===== src/rtl/traffic_monitor.sv =====
// traffic_monitor: checks lamp/phase ordering and 7-segment countdown of a traffic-light controller
module traffic_monitor #(
  parameter int GLITCH_CYCLES = 2,
  parameter int HOLD_MAX      = 150_000_000
) (
  input  logic        clk_in,
  input  logic        rst,
  input  logic        red,
  input  logic        green,
  input  logic        yellow,
  input  logic [6:0]  seg_ones,
  input  logic        one,
  input  logic        clr,
  output logic [1:0]  phase,
  output logic [3:0]  digit,
  output logic        digit_valid,
  output logic        err_lamp,
  output logic        err_seq,
  output logic        err_seg,
  output logic        err_count,
  output logic        any_err,
  output logic [15:0] transitions
);
  typedef enum logic [1:0] {SYNC, GREEN, YELLOW, RED} state_t;
  localparam int GW = $clog2(GLITCH_CYCLES + 2);
  localparam int HW = $clog2(HOLD_MAX + 2);
  logic          red_q, green_q, yellow_q, one_q, clr_q;
  logic [6:0]    seg_q;
  state_t        state, state_n, obs, last_ph;
  logic [GW-1:0] gcnt, gcnt_n;
  logic [HW-1:0] hcnt, hcnt_n;
  logic [3:0]    dec;
  logic          seg_ok, dval, none, moved, legal, chg;
  logic          lamp_set, seq_set, seg_set, cnt_set;
  always_comb begin
    dec    = 4'd0;
    seg_ok = 1'b1;
    case (seg_q)
      7'h3F: dec = 4'd0;
      7'h06: dec = 4'd1;
      7'h5B: dec = 4'd2;
      7'h4F: dec = 4'd3;
      7'h66: dec = 4'd4;
      7'h6D: dec = 4'd5;
      7'h7D: dec = 4'd6;
      7'h07: dec = 4'd7;
      7'h7F: dec = 4'd8;
      7'h6F: dec = 4'd9;
      default: seg_ok = 1'b0;
    endcase
  end
  always_comb begin
    obs = {red_q, yellow_q, green_q} == 3'b001 ? GREEN :
          {red_q, yellow_q, green_q} == 3'b010 ? YELLOW :
          {red_q, yellow_q, green_q} == 3'b100 ? RED : SYNC;
    none    = obs == SYNC;
    state_n = none ? state : obs;
    moved   = state != SYNC && !none && obs != state;
    legal   = moved && ((state == GREEN && obs == YELLOW) ||
                        (state == YELLOW && obs == RED) ||
                        (state == RED && obs == GREEN));
    seq_set = moved && !legal;
    // lamp glitches only matter once a phase has been established
    gcnt_n   = (none && state != SYNC) ? (gcnt > GW'(GLITCH_CYCLES) ? gcnt : gcnt + GW'(1)) : '0;
    lamp_set = gcnt_n > GW'(GLITCH_CYCLES);
    dval     = one_q && seg_ok;
    seg_set  = one_q && !seg_ok;
    chg      = dval && dec != digit;
    hcnt_n   = (chg || state_n != state || state == SYNC) ? '0 :
               (hcnt > HW'(HOLD_MAX) ? hcnt : hcnt + HW'(1));
    // a phase change since the last valid digit makes any digit a legal reload
    cnt_set  = (chg && state_n != SYNC && state_n == last_ph && dec != digit - 4'd1) ||
               hcnt_n > HW'(HOLD_MAX);
  end
  always_ff @(posedge clk_in or negedge rst) begin
    if (!rst) begin
      {red_q, green_q, yellow_q, one_q, clr_q} <= '0;
      seg_q       <= '0;
      state       <= SYNC;
      last_ph     <= SYNC;
      gcnt        <= '0;
      hcnt        <= '0;
      digit       <= '0;
      digit_valid <= 1'b0;
      err_lamp    <= 1'b0;
      err_seq     <= 1'b0;
      err_seg     <= 1'b0;
      err_count   <= 1'b0;
      transitions <= '0;
    end else begin
      {red_q, green_q, yellow_q, one_q, clr_q} <= {red, green, yellow, one, clr};
      seg_q       <= seg_ones;
      state       <= state_n;
      gcnt        <= gcnt_n;
      hcnt        <= hcnt_n;
      digit_valid <= dval;
      if (dval) begin
        digit   <= dec;
        last_ph <= state_n;
      end
      err_lamp    <= lamp_set | (err_lamp & ~clr_q);
      err_seq     <= seq_set | (err_seq & ~clr_q);
      err_seg     <= seg_set | (err_seg & ~clr_q);
      err_count   <= cnt_set | (err_count & ~clr_q);
      transitions <= clr_q ? {15'd0, legal} :
                     (legal && transitions != 16'hFFFF) ? transitions + 16'd1 : transitions;
    end
  end
  assign phase   = state;
  assign any_err = err_lamp | err_seq | err_seg | err_count;
endmodule


===== config.mk =====
export PLATFORM = sky130hd
export DESIGN_NAME = traffic_monitor
export DESIGN_NICKNAME = d
export VERILOG_FILES = /design/src/rtl/traffic_monitor.sv
export SDC_FILE = /design/constraint.sdc
export NUM_CORES = 1
export LEC_CHECK = 0
export CAP_MARGIN = 25
export CORE_MARGIN = 8
export CORE_UTILIZATION = 62
export CTS_CLUSTER_DIAMETER = 40
export DETAILED_ROUTE_END_ITERATION = 10
export GPL_ROUTABILITY_DRIVEN = 0
export PLACE_DENSITY = 0.86
export SKIP_LAST_GASP = 1
export SLEW_MARGIN = 25
export SYNTH_ARGS = -nofsm -noshare
export SYNTH_HDL_FRONTEND = slang
export SYNTH_SLANG_ARGS = --single-unit
export TNS_END_PERCENT = 1

===== constraint.sdc =====
create_clock -name clk_in -period 8.9 [get_ports clk_in]
set_clock_uncertainty 0.2 [all_clocks]
set_input_delay 1.78 -clock clk_in [delete_from_list [all_inputs] [get_ports clk_in]]
set_output_delay 1.78 -clock clk_in [all_outputs]
set_load 0.005 [all_outputs]

==> results of run 1 <==
## placed cells by master (no fill, tap or decap), types with 3 or more instances in the layout
master            n
nor2b_1           4
nor3b_1           5
ha_1              4
or4_1             3
clkbuf_8         11
a21oi_1          19
o31ai_1           3
o21ai_0          17
nand2_1          36
a31oi_1           6
clkdlybuf4s50_1  40
nand3b_1          4
xnor2_1          21
dfrtp_1          71
o211ai_1          6
nand2b_1          4
inv_1            18
mux2_2            4
nor2_1           52
and2_1            8
nand4_1          15
nor3_1           16
xor2_1           23
nor4b_1           4
o21ai_1           4
nand3_1          23
or3_1             9
nor4_1            4
and4_1            7
## layer usage
| metal | up-vias | wire, um | global-route usage, % |
|---|---|---|---|
| met4 | 0 | 219 | 8.855 |
| met5 | - | 0 | 0 |
| met1 | 1750 | 4082 | 25.17 |
| li1 | 1738 | - | - |
| met3 | 24 | 649 | 5.074 |
| met2 | 155 | 4663 | 32.29 |
## cells in the mapped netlist (all sizes together) (3+ instances only)
cell type  instances  area, um2
a21oi             19      95.09
and2               8      50.05
nand2b             4      25.02
o22ai              3      25.02
nand3b             4      30.03
nor3              17      85.08
a31oi              6      37.54
nor4               7      71.31
buf                4      26.27
inv               18      67.56
xor2              23      201.4
o31ai              3      22.52
or4                3      22.52
and4               7      61.31
or3                9      56.30
ha                 4      50.05
clkbuf            27      101.4
nor2              52      195.2
nand2             36      135.1
xnor2             21      183.9
nor2b              4      25.02
nor3b              5      37.54
o21a               3      30.02
nor4b              4      35.03
o211ai             6      45.04
o21ai             21      105.1
nand3             24      125.1
dfrtp             71       1777
mux2               5      56.30
nand4             15      93.84
## cell type report
| class | count | area, um2 | share of cell area [%] |
|---|---|---|---|
| well taps | 80 | 100.1 | 2.068 |
| clock inverters | 5 | 56.30 | 1.163 |
| repair buffers | 43 | 424.2 | 8.764 |
| flip-flops and latches | 71 | 1777 | 36.71 |
| inverters | 18 | 67.56 | 1.396 |
| clock buffers | 11 | 151.4 | 3.128 |
| multi-input cells | 353 | 2263 | 46.77 |
## power by group through the flow
stage	registers, mW	logic [mW]	clock network [mW]
2_1_floorplan	0.372	0.127	0
3_3_place_gp	0.387	0.158	0
3_5_place_dp	0.390	0.162	0
4_1_cts	0.383	0.163	0.276
5_1_grt	0.389	0.183	0.288
6_report	0.384	0.165	0.269
## worst max-delay path, stage by stage, from the launching register on
cell	delay, ns
dfrtp_1	0.40
or4_1	0.51
clkdlybuf4s50_1	0.46
## how the worst min path moves through the flow
stage,startpoint,endpoint,slack [ns],cells after the start
after global placement,gcnt[0],gcnt[0],0.24,1
after detailed placement,gcnt[0],gcnt[0],0.24,1
after CTS,gcnt[0],gcnt[0],0.25,1
after floorplan,gcnt[0],gcnt[0],0.22,1
final,gcnt[0],gcnt[0],0.25,1
after global routing,gcnt[0],gcnt[0],0.28,1
## cell families (layout without fill, tap and decap cells)
kind of cell,Yosys count,after routing
XOR/XNOR,44,44
flip-flops,71,71
AND/OR/NAND/NOR,210,210
AO/OA/AOI/OAI,89,89
buffers and inverters,49,77
multiplexers,6,6
adder cells (fa/ha/maj),4,4
## state kept, by name, indices dropped and copies added, names as in the netlist
name	flops
seg_q	7
phase	2
gcnt	2
err_seg	1
digit_valid	1
yellow_q	1
clr_q	1
digit	4
one_q	1
red_q	1
green_q	1
transitions	16
hcnt	28
err_count	1
last_ph	2
err_seq	1
err_lamp	1
## stage by stage
step,instance area (um2),utilization [%]
final,4840,72.43
after global routing,4840,72.43
after CTS,4823,72.19
after detailed placement,4616,69.08
after global placement,4616,69.08
after floorplan,4230,-
==> impl_metrics.yaml, run 1 <==
worst_setup_path:
  cp.required_ns: 6.92
  path_class: "reg -> out"
  crit_path_end_kind: "primary output"
  cp-start-kind: "register"
  endpoint: "any_err"
  reg2reg_to: "err_count"
  crit_start: "err_lamp"
  arrival_ns: 1.72
  cp_max_fo: 3
  r2r_cells: 9
  r2r_start: "hcnt[24]"
  rrSetupSlack_ns: 5.36
clock_network:
  root_buffer: "clkbuf_8"
  numCtsBuffers: 9
  cts_tree: "built"
  clock-sinks: 71
  htree_levels: 3
  clockBufferDepth: 2
  clk_pin_slew_worst_paths_ns: 0.07
  cts_hold_buf: 0
  clk_latency_ns: 0.36
  cts_setup_buffers: 0
  cts_resized: 0
synthesis:
  synth_flop_cell: "dfrtp_1"
  syn_inst: 473
  synth_fa_ha_area_share_pct: 1.183
  synth-seq-cells: 71
  synth_edf_count: 0
  synthMuxAreaShare_pct: 1.568
  synth-xor-area-share_pct: 9.110
  async_flop_share_pct: 100.0
  syn_area_um2: 4230
  synth_simple_gate_area_share_pct: 27.06
  avgSynthCellArea_um2: 8.944
  yosysSeqAreaShare_pct: 42.00
  synth_top_family_by_area: "simple AND/OR/NAND/NOR gates"
  yosysWarnings: 0
  synth_compound_gate_area_share_pct: 14.46
  synth_cell_type_count: 67
  syn_nets: 491
floorplanning:
  core_um2: 6681
  start_util_pct: 63.31
  dieWidth_um: 98.60
  dieArea_um2: 9722
  ios: 42
  die_y_um: 98.60
  placementRows: 30
pwr:
  power.internal_mw: 0.5671
  peakVddDrop_v: 0.0001352
  comb_power_share_pct: 20.2
  p_clk_share_pct: 32.9
  total_power_mw: 0.8180
  powerDensity_nw_per_um2: 169.0
  p_seq_share_pct: 46.9
  p_leak_nw: 1.862
  switching_power_mw: 0.2509
  switching_share_pct: 30.67
timing:
  slew_headroom_pct: 36.66
  drv_slew: 0
  hold_violations: 0
  finalSetupViolCount: 0
  post-route-min-period_ns: 3.703
  setup_ws_ns: 5.197
  worst_pin_slew_ns: 0.9438
  timing.hold.ws_ns: 0.2491
  timing.fmax_mhz: 270.1
  final.setup.tns_ns: 0
  rsz0062_at_grt: "no"
  min_period_over_period_pct: 41.60
grt:
  antenna_found_initial: 0
  grt_pass1_wl_um: 16070
  overflow: 0
  grt_max_degree: 72
  grt_usage_pct: 20.16
  grt_pass1_vias: 3338
detailed_routing:
  drtPass1Iterations: 6
  wl_per_cell_um: 16.55
  drtIter0Drc: 332
  remaining_drc_errors: 0
  vias: 3667
  wl_um: 9615
  viasPerCell: 6.312
  ant_nets: 0
final_layout:
  num-fill-cells: 483
  final_cells: 581
  drive_gt1_share_pct: 6.786
  area_growth_pct: 14.40
  n_antenna_cell: 0
  final_nets: 514
placed_design:
  dp_worst_setup_slack_ns: 5.317
  port_buffers: 41
  dpl.hpwl_um: 6509
  dp.cells: 564
run_status:
  status: "complete, no violations"
hold_path:
  hold_class: "reg -> reg"
run:
  maxCapViolations: 0
No activity file was read; power rests on OpenSTA's default activity.
==> run 2, diff against run 1 <==
CORE_UTILIZATION = 52   (was 62)
PLACE_DENSITY = 0.77   (was 0.86)
clock period = 3.05 ns   (was 8.9 ns; I/O delays follow)
==> impl_metrics.yaml, run 2 (synthesized netlist as in run 1, its figures left out) <==
run_status:
  status: "finished with violations"
  violations: "negative setup slack"
final_layout:
  area_growth_pct: 22.30
  layout_commonest_cell: "dfrtp_1"
  largest_reg_flops: 28
  final_nets: 551
  n_antenna_cell: 0
  num-fill-cells: 673
  layout_common_cells: "dfrtp_1, nor2_1, clkdlybuf4s50_1"
  final_cells: 643
  fin_util_pct: 64.26
  drive_gt1_share_pct: 15.06
  top_regs: "hcnt: 28 flops, transitions: 16 flops, seg_q: 7 flops"
  regMostFlops: "hcnt"
timing:
  slew_headroom_pct: 63.13
  setup_ws_ns: -0.1687
  rsz0062_at_grt: "yes"
  post-route-min-period_ns: 3.219
  min_period_over_period_pct: 105.5
  drv_slew: 0
  worst_pin_slew_ns: 0.5488
  finalSetupViolCount: 1
  hold_violations: 0
  timing.fmax_mhz: 310.7
clock_network:
  numCtsBuffers: 9
  clockBufferDepth: 2
  root_buffer: "clkbuf_8"
  clock-sinks: 71
  clk_pin_slew_worst_paths_ns: 0.08
  clk_latency_ns: 0.34
  cts_hold_buf: 0
  htree_levels: 3
  cts_tree: "built"
floorplanning:
  dieWidth_um: 106.2
  dieArea_um2: 11280
  start_util_pct: 52.54
  placementRows: 33
  ios: 42
  core_um2: 8051
  die_y_um: 106.2
grt:
  grt_pass1_wl_um: 16240
  grt_max_degree: 26
  grt_usage_pct: 17.29
  grt_pass1_vias: 3478
  overflow: 0
  antenna_found_initial: 0
detailed_routing:
  wl_um: 9934
  drtPass1Iterations: 4
  wl_per_cell_um: 15.45
  vias: 3751
  drtIter0Drc: 239
  ant_nets: 0
  remaining_drc_errors: 0
  viasPerCell: 5.834
worst_setup_path:
  path_class: "reg -> reg"
  max_stage_delay_ns: 0.46
  crit_family: "simple AND/OR/NAND/NOR gates"
  path_buf_inv: 1
  cp-start-kind: "register"
  crit_path_end_kind: "register"
  cp.required_ns: 3.10
  cp_max_fo: 5
  slowest_stage: "or4b_4"
  path_cells: "inv_2 > ha_2 > or4b_4 > nor4_4 > nand3_2 > o21a_4 > or4_4 > a21o_1 > a211oi_2 > a221oi_2 > a31oi_1"
  arrival_ns: 3.27
pwr:
  p_seq_share_pct: 45.5
  switching_power_mw: 0.7825
  total_power_mw: 2.400
  p_clk_share_pct: 27.9
  switching_share_pct: 32.61
  powerDensity_nw_per_um2: 463.9
  peakVddDrop_v: 0.0003078
  p_leak_nw: 2.039
  power.internal_mw: 1.617
  comb_power_share_pct: 26.6
placed_design:
  port_buffers: 41
  dpl.hpwl_um: 7073
  dp.cells: 619
hold_path:
  hold_class: "in -> async"
run:
  maxCapViolations: 0
## run 2: repair_timing
| action | in CTS | in global routing |
|---|---|---|
| resized for setup | 0 | 14 |
| buffers inserted | 0 | 8 |
| pin swaps | 1 | 8 |
| endpoints found under the setup margin | 1 | 3 |
## run 2: final cells by class
cell class                 instances  area, um2  share of cell area, %
clock buffer                       9      123.9                  2.394
clock inverter                     7      47.55                 0.9190
inverter                          18      67.56                  1.306
multi-input combinational        353       2316                  44.76
sequential                        71       1777                  34.34
tap                              105      131.4                  2.539
timing repair buffer              80      710.7                  13.74
## run 2: worst reg2reg max path: cells and delay by family, from the launching register on
kind                       cells  cell delay (ns)
AOI/OAI and AO/OA              5             0.99
adders and majority gates      1             0.15
buffers and inverters          1             0.07
DFF                            1             0.41
and+or+nand+nor                4             1.30
## run 2: through the flow
stage          setup TNS [ns]  setup slack [ns]  cell area [um2]  hold slack [ns]
2_1_floorplan               0            0.1343             4230           0.1144
3_3_place_gp                0            0.1035             4885           0.2388
3_5_place_dp                0           0.02904             4885           0.2741
4_1_cts                     0           0.03065             5056          0.05053
5_1_grt               -0.3493           -0.3022             5174          0.07515
6_report              -0.1687           -0.1687             5174          0.04178
## run 2: worst paths after layout
check / start / to / slack [ns] / cells after the start
setup / recovery: hcnt[0] / err_count / -0.17 / 11
hold / removal: rst / digit[3] / 0.04 / 1
setup reg to reg: hcnt[0] / err_count / -0.17 / 11
hold reg to reg: gcnt[0] / gcnt[0] / 0.27 / 1
max in group asynchronous: rst / hcnt[17] / 1.88 / 2
min in group clk_in: gcnt[0] / gcnt[0] / 0.27 / 1
## run 2: power by group through the flow
stage / Combinational [mW] / Sequential (mW) / Clock (mW)
finish: 0.639 / 1.09 / 0.671
global route: 0.702 / 1.10 / 0.727
CTS: 0.588 / 1.09 / 0.690
detailed placement: 0.585 / 1.11 / 0
global placement: 0.562 / 1.10 / 0
floorplan: 0.370 / 1.08 / 0
## run 2: per-layer routing
metal / share of wire (%) / global-route usage (%) / wire length (um)
met4: 2.3 / 7.236 / 233
met5: 0 / 0 / 0
met3: 5.4 / 3.932 / 533
met1: 43 / 22.47 / 4233
met2: 50 / 27.21 / 4934
==> run 3, diff against run 2 <==
GPL_TIMING_DRIVEN = 1   (was default)
SLEW_MARGIN = 20   (was 25)
==> results of run 3 <==
Same layout as run 2: the final DEF is identical, and so are final timing and power.
